===== src/rtl/ycbcr_to_rgb_if.sv =====
// Pixel stream bundle for ycbcr_to_rgb: YCbCr plus syncs in, RGB888 plus delayed syncs out.
// master drives the YCbCr side and observes RGB; slave is the converter itself.
interface ycbcr_to_rgb_if;
  logic [7:0] i_y_8b;
  logic [7:0] i_cb_8b;
  logic [7:0] i_cr_8b;
  logic       i_h_sync;
  logic       i_v_sync;
  logic       i_data_en;
  logic [7:0] o_r_8b;
  logic [7:0] o_g_8b;
  logic [7:0] o_b_8b;
  logic       o_h_sync;
  logic       o_v_sync;
  logic       o_data_en;

  modport master (
    output i_y_8b, i_cb_8b, i_cr_8b, i_h_sync, i_v_sync, i_data_en,
    input  o_r_8b, o_g_8b, o_b_8b, o_h_sync, o_v_sync, o_data_en
  );

  modport slave (
    input  i_y_8b, i_cb_8b, i_cr_8b, i_h_sync, i_v_sync, i_data_en,
    output o_r_8b, o_g_8b, o_b_8b, o_h_sync, o_v_sync, o_data_en
  );
endinterface


===== src/rtl/ycbcr_to_rgb.sv =====
// BT.601 YCbCr 4:4:4 to RGB888, four register stages, syncs delayed to stay aligned with data.
// Define YCBCR_TO_RGB_FULL_RANGE_EN for full-range (JPEG) input with fixed coefficients.
module ycbcr_to_rgb #(
  parameter int FRAC_BITS = 8,
  parameter int K_Y       = 298,
  parameter int K_RV      = 409,
  parameter int K_GU      = 100,
  parameter int K_GV      = 208,
  parameter int K_BU      = 516
) (
  input  logic          clk,
  input  logic          rst,
  ycbcr_to_rgb_if.slave pix
);

`ifdef YCBCR_TO_RGB_FULL_RANGE_EN
  localparam int         KY_EFF   = 256;
  localparam int         KRV_EFF  = 359;
  localparam int         KGU_EFF  = 88;
  localparam int         KGV_EFF  = 183;
  localparam int         KBU_EFF  = 454;
  localparam logic [8:0] Y_OFFSET = 9'd0;
`else
  localparam int         KY_EFF   = K_Y;
  localparam int         KRV_EFF  = K_RV;
  localparam int         KGU_EFF  = K_GU;
  localparam int         KGV_EFF  = K_GV;
  localparam int         KBU_EFF  = K_BU;
  localparam logic [8:0] Y_OFFSET = 9'd16;
`endif

  localparam logic signed [19:0] CY    = 20'(KY_EFF);
  localparam logic signed [19:0] CRV   = 20'(KRV_EFF);
  localparam logic signed [19:0] CGU   = 20'(KGU_EFF);
  localparam logic signed [19:0] CGV   = 20'(KGV_EFF);
  localparam logic signed [19:0] CBU   = 20'(KBU_EFF);
  localparam logic signed [19:0] ROUND = 20'(1 << (FRAC_BITS - 1));

  logic signed [8:0]  s1_yo, s1_u, s1_v;
  logic signed [19:0] s2_y, s2_rv, s2_gu, s2_gv, s2_bu;
  logic signed [19:0] s3_r, s3_g, s3_b;
  logic [7:0]         r_q, g_q, b_q;
  logic [3:0]         hs_pipe, vs_pipe, en_pipe;

  // Round half up, then saturate to the 8-bit output range.
  function automatic logic [7:0] clamp8(input logic signed [19:0] s);
    logic signed [19:0] t;
    t = (s + ROUND) >>> FRAC_BITS;
    if (t < 20'sd0)
      return 8'd0;
    else if (t > 20'sd255)
      return 8'hff;
    else
      return t[7:0];
  endfunction

  always_ff @(posedge clk) begin
    if (rst) begin
      s1_yo   <= '0;
      s1_u    <= '0;
      s1_v    <= '0;
      s2_y    <= '0;
      s2_rv   <= '0;
      s2_gu   <= '0;
      s2_gv   <= '0;
      s2_bu   <= '0;
      s3_r    <= '0;
      s3_g    <= '0;
      s3_b    <= '0;
      r_q     <= '0;
      g_q     <= '0;
      b_q     <= '0;
      hs_pipe <= '0;
      vs_pipe <= '0;
      en_pipe <= '0;
    end else begin
      s1_yo <= $signed({1'b0, pix.i_y_8b} - Y_OFFSET);
      s1_u  <= $signed({1'b0, pix.i_cb_8b} - 9'd128);
      s1_v  <= $signed({1'b0, pix.i_cr_8b} - 9'd128);

      s2_y  <= 20'(s1_yo) * CY;
      s2_rv <= 20'(s1_v)  * CRV;
      s2_gu <= 20'(s1_u)  * CGU;
      s2_gv <= 20'(s1_v)  * CGV;
      s2_bu <= 20'(s1_u)  * CBU;

      // Worst case magnitude stays well inside 20 signed bits, so no guard bits needed.
      s3_r <= s2_y + s2_rv;
      s3_g <= s2_y - s2_gu - s2_gv;
      s3_b <= s2_y + s2_bu;

      r_q <= clamp8(s3_r);
      g_q <= clamp8(s3_g);
      b_q <= clamp8(s3_b);

      hs_pipe <= {hs_pipe[2:0], pix.i_h_sync};
      vs_pipe <= {vs_pipe[2:0], pix.i_v_sync};
      en_pipe <= {en_pipe[2:0], pix.i_data_en};
    end
  end

  assign pix.o_r_8b    = r_q;
  assign pix.o_g_8b    = g_q;
  assign pix.o_b_8b    = b_q;
  assign pix.o_h_sync  = hs_pipe[3];
  assign pix.o_v_sync  = vs_pipe[3];
  assign pix.o_data_en = en_pipe[3];

endmodule


===== src/flat_wrapper.sv =====
// flat-port wrapper written by rule: the top's interface ports become plain ports
module ycbcr_to_rgb_flat 
#(
  parameter int FRAC_BITS = 8,
  parameter int K_Y       = 298,
  parameter int K_RV      = 409,
  parameter int K_GU      = 100,
  parameter int K_GV      = 208,
  parameter int K_BU      = 516
)
  (clk, rst, pix_i_y_8b, pix_i_cb_8b, pix_i_cr_8b, pix_i_h_sync, pix_i_v_sync, pix_i_data_en, pix_o_r_8b, pix_o_g_8b, pix_o_b_8b, pix_o_h_sync, pix_o_v_sync, pix_o_data_en);
  ycbcr_to_rgb_if pix_i ();
  input  logic clk;
  input  logic rst;
  input wire logic [$bits(pix_i.i_y_8b)-1:0] pix_i_y_8b;
  input wire logic [$bits(pix_i.i_cb_8b)-1:0] pix_i_cb_8b;
  input wire logic [$bits(pix_i.i_cr_8b)-1:0] pix_i_cr_8b;
  input wire logic [$bits(pix_i.i_h_sync)-1:0] pix_i_h_sync;
  input wire logic [$bits(pix_i.i_v_sync)-1:0] pix_i_v_sync;
  input wire logic [$bits(pix_i.i_data_en)-1:0] pix_i_data_en;
  output wire logic [$bits(pix_i.o_r_8b)-1:0] pix_o_r_8b;
  output wire logic [$bits(pix_i.o_g_8b)-1:0] pix_o_g_8b;
  output wire logic [$bits(pix_i.o_b_8b)-1:0] pix_o_b_8b;
  output wire logic [$bits(pix_i.o_h_sync)-1:0] pix_o_h_sync;
  output wire logic [$bits(pix_i.o_v_sync)-1:0] pix_o_v_sync;
  output wire logic [$bits(pix_i.o_data_en)-1:0] pix_o_data_en;
  assign pix_i.i_y_8b = pix_i_y_8b;
  assign pix_i.i_cb_8b = pix_i_cb_8b;
  assign pix_i.i_cr_8b = pix_i_cr_8b;
  assign pix_i.i_h_sync = pix_i_h_sync;
  assign pix_i.i_v_sync = pix_i_v_sync;
  assign pix_i.i_data_en = pix_i_data_en;
  assign pix_o_r_8b = pix_i.o_r_8b;
  assign pix_o_g_8b = pix_i.o_g_8b;
  assign pix_o_b_8b = pix_i.o_b_8b;
  assign pix_o_h_sync = pix_i.o_h_sync;
  assign pix_o_v_sync = pix_i.o_v_sync;
  assign pix_o_data_en = pix_i.o_data_en;
  ycbcr_to_rgb #(.FRAC_BITS(FRAC_BITS), .K_Y(K_Y), .K_RV(K_RV), .K_GU(K_GU), .K_GV(K_GV), .K_BU(K_BU)) u_core (.clk(clk), .rst(rst), .pix(pix_i));
endmodule

===== config.mk =====
export PLATFORM = sky130hd
export DESIGN_NAME = ycbcr_to_rgb_flat
export DESIGN_NICKNAME = d
export VERILOG_FILES = /design/src/rtl/ycbcr_to_rgb_if.sv /design/src/rtl/ycbcr_to_rgb.sv /design/src/flat_wrapper.sv
export SDC_FILE = /design/constraint.sdc
export NUM_CORES = 1
export LEC_CHECK = 0
export BUFFER_PORTS_ARGS = -buffer_cell sky130_fd_sc_hd__buf_2
export CAP_MARGIN = 20
export CORE_MARGIN = 3
export CORE_UTILIZATION = 50
export DETAILED_ROUTE_END_ITERATION = 7
export GPL_ROUTABILITY_DRIVEN = 0
export PLACE_DENSITY = 0.79
export SLEW_MARGIN = 40
export SYNTH_ARGS = -nofsm -noshare
export SYNTH_HDL_FRONTEND = slang
export SYNTH_SLANG_ARGS = --single-unit

===== constraint.sdc =====
create_clock -name clk -period 12.4 [get_ports clk]
set_input_delay 0.62 -clock clk [delete_from_list [all_inputs] [get_ports clk]]
set_output_delay 0.62 -clock clk [all_outputs]
set_load 0.01 [all_outputs]

==> results.sh, run 1 <==
export IMPL_final_antenna_net_count=0
export IMPL_die_width_um=160.9
export IMPL_netlist_instances=1266
export IMPL_crit_required_ns=12.70
export IMPL_setup_tns_final_ns=0
export IMPL_yosysSeqAreaShare_pct=29.89
export IMPL_grt_pass1_vias=8318
export IMPL_postCtsHoldBufs=0
export IMPL_max_slew_margin_rel_pct=42.07
export IMPL_vias=8456
export IMPL_holdCritPathClass="in2reg"
export IMPL_io_buffers=55
export IMPL_hold_path_startpoint="pix_i_cb_8b[7]"
export IMPL_synth_top_area_cell="dfxtp_1"
export IMPL_io_pins=56
export IMPL_power_density_mw_per_mm2=150.0
export IMPL_arrival_ns=4.79
export IMPL_grt_remaining_overflow=0
export IMPL_die_area_mm2=0.02587
export IMPL_grtUsageTotal_pct=18.53
export IMPL_drv_slew=0
export IMPL_antenna_found_initial=0
export IMPL_drc=0
export IMPL_worstPathMaxFanout=9
export IMPL_cts_sink_count=179
export IMPL_clock_fmax_mhz=222.6
export IMPL_cts_setup_buffers=0
export IMPL_status="complete, no violations"
export IMPL_synth_edf_count=0
export IMPL_cts_buffers=17
export IMPL_dieHeight_um=160.9
export IMPL_detail_route_iter0_violations=410
export IMPL_cts_resized=0
export IMPL_syn_area_per_cell_um2=9.470
export IMPL_num_rows=56
export IMPL_viasPerCell=5.125
export IMPL_p_leak_uw=0.006516
export IMPL_worstReg2RegStart="u_core.s1_v[7]"
export IMPL_synth_nets=1564
export IMPL_final_common_cell="ha_1"
export IMPL_dpl_instance_area_mm2=0.01259
export IMPL_worstSetupStartpointType="flip-flop"
export IMPL_final_cells=1650
export IMPL_crit_type="reg2reg"
export IMPL_num_antenna_cells=0
export IMPL_fin_nets=1616
export IMPL_ys_types=61
export IMPL_hold_viol=0
export IMPL_post_route_period_util_pct=36.23
export IMPL_wl_per_cell_um=14.09
export IMPL_maxCapViolations=0
export IMPL_fin_skew_ns=0.008201
export IMPL_yosys_warnings=0
export IMPL_syn_area_mm2=0.01199
export IMPL_grt_max_degree=85
export IMPL_cts_tree="done"
export IMPL_dp_cells=1618
export IMPL_dr_pass1_iters=7
export IMPL_h_tree_depth=4
export IMPL_clock_latency_ns=0.43
export IMPL_synth_flop_cell="dfxtp_1"
export IMPL_synth_seq_cells=179
export IMPL_setup_violations=0
export IMPL_coreArea_mm2=0.02354
export IMPL_critPathLaunch="u_core.s1_v[7]"
export IMPL_clockBufferDepth=2
export IMPL_ys_top_cells_by_area="dfxtp_1 30%, ha_1 22%, fa_1 9.0%"
export IMPL_worst_pin_slew_ns=0.8471
export IMPL_peakVddDrop_v=0.0001074
export IMPL_min_period_ns=4.492
export IMPL_initial_core_util_pct=50.92
export IMPL_fin_area_mm2=0.01320
export IMPL_place_ws_ns=7.918
export IMPL_hold_ws_ns=0.3373
export IMPL_root_buffer="clkbuf_16"
export IMPL_worstSetupEndpointType="flip-flop"
export IMPL_rsz0062_at_grt="false"
export IMPL_hpwl_mm=18.37
export IMPL_drive_above_1_share_pct=7.964
export IMPL_synth_top_area_share_pct=29.89
export IMPL_totalWireLength_mm=23.26
export IMPL_setup_ws_ns=7.908
export IMPL_area_growth_pct=10.06
export IMPL_clk_pin_slew_worst_paths_ns=0.07
export IMPL_async_flop_share_pct=0
export IMPL_grt_pass1_wl_mm=39.35
export IMPL_layout_common_cells="215 x ha_1, 179 x dfxtp_1, 166 x inv_1, 104 x nor2_1, 74 x nor2b_1"
[per-stage QoR]
stage | util (%) | power, uW
5_1_grt | 56.05 | 2119
6_report | 56.05 | 1979
3_3_place_gp | 53.46 | 1400
4_1_cts | 56.02 | 1985
2_1_floorplan | - | 1257
3_5_place_dp | 53.46 | 1421
[worst max-delay path, cell delays in order (launching register included)]
cell      delay (ns)
dfxtp_1         0.60
inv_1           0.30
ha_1            0.36
inv_1           0.09
ha_1            0.17
inv_1           0.06
fa_1            0.48
fa_1            0.54
inv_1           0.04
ha_1            0.29
ha_1            0.34
a21oi_1         0.14
o21ai_0         0.15
o31ai_1         0.44
o21bai_1        0.14
xnor2_1         0.15
nor2_1          0.05
[where the power goes]
| group | switching, uW | internal (uW) | leakage (uW) |
|---|---|---|---|
| clock network | 236 | 312 | 0.000294 |
| registers | 66.0 | 669 | 0.00148 |
| logic | 390 | 306 | 0.00474 |
[synthesized netlist by cell type, types with 5 or more instances]
cell type  number
o21bai_1        8
nand3_1        18
o21ai_0        33
mux2i_1         7
nor2b_1        74
a211oi_1       14
xor2_1         39
a21oi_1        69
clkbuf_1       20
nor3_1         25
nand2b_1       14
fa_1           54
or2_2           5
nor2_1        104
and3_1          9
o21a_1         15
ha_1          215
a31oi_1         5
xnor2_1        46
dfxtp_1       179
nand4_1        10
a21o_1         31
inv_1         166
nand2_1        38
[cell families after synthesis]
family	count (synthesis)	synth area share, %
multiplexers	10	0.8662
flip-flops	179	29.89
XOR/XNOR	85	6.210
buffers and inverters	189	5.928
AND/OR/NAND/NOR	321	13.62
AO/OA/AOI/OAI	213	12.03
adder cells (fa/ha/maj)	269	31.45
[per-layer routing]
metal | track usage (%) | wire length, um | up-vias | share of wire, %
li1 | - | - | 4354 | -
met1 | 25.82 | 11340 | 3898 | 49
met2 | 29.46 | 10510 | 179 | 45
met3 | 3.688 | 1081 | 25 | 4.6
met4 | 5.123 | 330 | 0 | 1.4
met5 | 0 | 0 | - | 0
[flip-flops by register name (all words and copies together) (netlist names), 9 cells and up]
register	flops
u_core.s1_yo	9
u_core.s2_bu	18
u_core.s2_gu	12
u_core.s2_gv	14
u_core.s2_rv	17
u_core.s2_y	18
u_core.s3_b	13
u_core.s3_g	13
u_core.s3_r	13
[worst paths after layout]
path / end / slack, ns / cells past startpoint
setup reg to reg: u_core.s2_rv[15] / 7.91 / 16
hold reg to reg: u_core.hs_pipe[2] / 0.44 / 1
hold / removal: u_core.s1_u[7] / 0.34 / 2
setup / recovery: u_core.s2_rv[15] / 7.91 / 16
[area by class of cell]
class                           instances  area [um^2]
Tap cell                              319        399.1
Timing Repair Buffer                   56        292.8
Inverter                              166        623.1
Fill cell                            2052        10350
Sequential cell                       179         3583
Clock inverter                         12        145.1
Clock buffer                           20        456.7
Multi-Input combinational cell        898         7695
Power figures use the tool's default switching activity.
==> inputs of run 2 (changes only) <==
clock period = 4.43 ns   (was 12.4 ns; I/O delays follow)
==> results.sh, run 2 (synthesis gave the netlist of run 1 again) <==
export IMPL_cts_tree="done"
export IMPL_post_route_period_util_pct=94.56
export IMPL_drc=0
export IMPL_grtUsageTotal_pct=18.35
export IMPL_max_slew_margin_rel_pct=48.02
export IMPL_wl_per_cell_um=13.94
export IMPL_p_leak_uw=0.006599
export IMPL_peakVddDrop_v=0.0002699
export IMPL_drv_slew=0
export IMPL_worst_pin_slew_ns=0.7601
export IMPL_grt_max_degree=58
export IMPL_totalWireLength_mm=23.31
export IMPL_arrival_ns=4.49
export IMPL_rsz0062_at_grt="false"
export IMPL_worstSetupEndpointType="flip-flop"
export IMPL_hold_viol=0
export IMPL_root_buffer="clkbuf_16"
export IMPL_grt_pass1_vias=8303
export IMPL_num_rows=56
export IMPL_setup_ws_ns=0.2409
export IMPL_die_width_um=160.9
export IMPL_io_pins=56
export IMPL_critical_path_max_stage_delay_ns=0.49
export IMPL_fin_nets=1638
export IMPL_drive_above_1_share_pct=8.278
export IMPL_worstSetupStartpointType="flip-flop"
export IMPL_dieHeight_um=160.9
export IMPL_place_ws_ns=0.2467
export IMPL_cts_buffers=17
export IMPL_power_density_mw_per_mm2=412.3
export IMPL_r2r_slack_ns=0.24
export IMPL_hold_ws_ns=0.005096
export IMPL_setup_violations=0
export IMPL_min_period_ns=4.189
export IMPL_cts_sink_count=179
export IMPL_layout_common_cells="215 x ha_1, 179 x dfxtp_1, 166 x inv_1, 104 x nor2_1, 74 x nor2b_1"
export IMPL_top_regs="u_core.s2_bu x18, u_core.s2_y x18, u_core.s2_rv x17"
export IMPL_grt_pass1_wl_mm=39.06
export IMPL_clockBufferDepth=2
export IMPL_initial_core_util_pct=50.92
export IMPL_grt_remaining_overflow=0
export IMPL_holdCritPathClass="in2reg"
export IMPL_path_cells="ha_1 -> ha_1 -> fa_1 -> fa_1 -> ha_1 -> ha_1 -> a21o_1 -> a21oi_1 -> o21ai_0 -> o31ai_2 -> o21bai_1 -> xnor2_1 -> nor2_1"
export IMPL_crit_required_ns=4.73
export IMPL_clk_pin_slew_worst_paths_ns=0.08
export IMPL_final_common_cell="ha_1"
export IMPL_h_tree_depth=4
export IMPL_critPathTopFamily="adder cells"
export IMPL_setup_tns_final_ns=0
export IMPL_crit_slowest_cell="fa_1"
export IMPL_detail_route_iter0_violations=509
export IMPL_die_area_mm2=0.02587
export IMPL_num_antenna_cells=0
export IMPL_antenna_found_initial=0
export IMPL_clock_latency_ns=0.44
export IMPL_coreArea_mm2=0.02354
export IMPL_io_buffers=55
export IMPL_viasPerCell=5.120
export IMPL_fillers=2036
export IMPL_crit_type="reg2reg"
export IMPL_cp_common_cell="ha_1"
export IMPL_status="complete, no violations"
export IMPL_worstPathMaxFanout=6
export IMPL_vias=8560
export IMPL_clock_fmax_mhz=238.7
export IMPL_fin_skew_ns=0.01307
export IMPL_maxCapViolations=0
export IMPL_area_growth_pct=11.62
export IMPL_dr_pass1_iters=5
export IMPL_critPathBufInv=0
export IMPL_final_antenna_net_count=0
export IMPL_hpwl_mm=18.33
-- run 2: cell types whose count changed in the layout (fill, tap and decap cells not counted), sizes merged --
cell         delta
dlygate4sd3    +18
buf             +4
clkbuf          -3
clkinv          +2
clkinvlp        +1
-- run 2: path summary, 6_finish.rpt --
path | from | to | depth (start not counted)
max | u_core.s1_v[3] | u_core.s2_rv[15] | 13
min | pix_i_cr_8b[4] | u_core.s1_v[4] | 2
max reg2reg | u_core.s1_v[3] | u_core.s2_rv[15] | 13
min reg2reg | u_core.vs_pipe[2] | u_core.vs_pipe[3] | 1
-- run 2: layout make-up --
cell class | instances | area [um^2] | share of cell area, %
inverter | 166 | 623.1 | 4.656
tap | 319 | 399.1 | 2.983
sequential | 179 | 3583 | 26.78
clock buffer | 17 | 425.4 | 3.179
clock inverter | 15 | 155.1 | 1.159
timing repair buffer | 78 | 495.5 | 3.703
multi-input combinational | 898 | 7700 | 57.54
-- run 2: metal layers --
metal,global-route usage [%],vias to the layer above,wire [um]
li1,-,4399,-
met1,25.39,3958,11500
met2,29.77,175,10450
met3,2.657,28,917
met4,5.827,0,446
met5,0,-,0
-- run 2: repair_timing --
| action | in CTS | in global routing |
|---|---|---|
| hold buffers | 18 | 0 |
| endpoints found under the setup margin | 0 | 2 |
| buffers inserted | 0 | 0 |
| gates resized for setup | 0 | 1 |
| hold endpoints to repair | 17 | 0 |
-- run 2: report_power, final --
group / total (uW) / internal (uW) / switching [uW]
clock: 1510 / 837 / 669
combinational: 1960 / 865 / 1090
sequential: 2050 / 1870 / 181
total: 5520 / 3570 / 1940
-- run 2: metrics by stage --
stage                     utilization [%]  area (um^2)  cells  total power (uW)
after floorplan                         -        11990   1266              3519
final                               56.84        13380   1672              5517
after CTS                           56.82        13380   1672              5525
after detailed placement            53.59        12620   1622              3978
after global routing                56.84        13380   1672              5902
after global placement              53.59        12620   1622              3921
-- run 2: worst reg2reg max path, delay by kind of cell (launching register included) --
kind / cells / cell delay (ns)
AOI/OAI and AO/OA: 5 / 1.06
xor gates and xnor gates: 1 / 0.16
adders and majority gates: 6 / 2.28
DFF: 1 / 0.48
and+or+nand+nor: 1 / 0.05
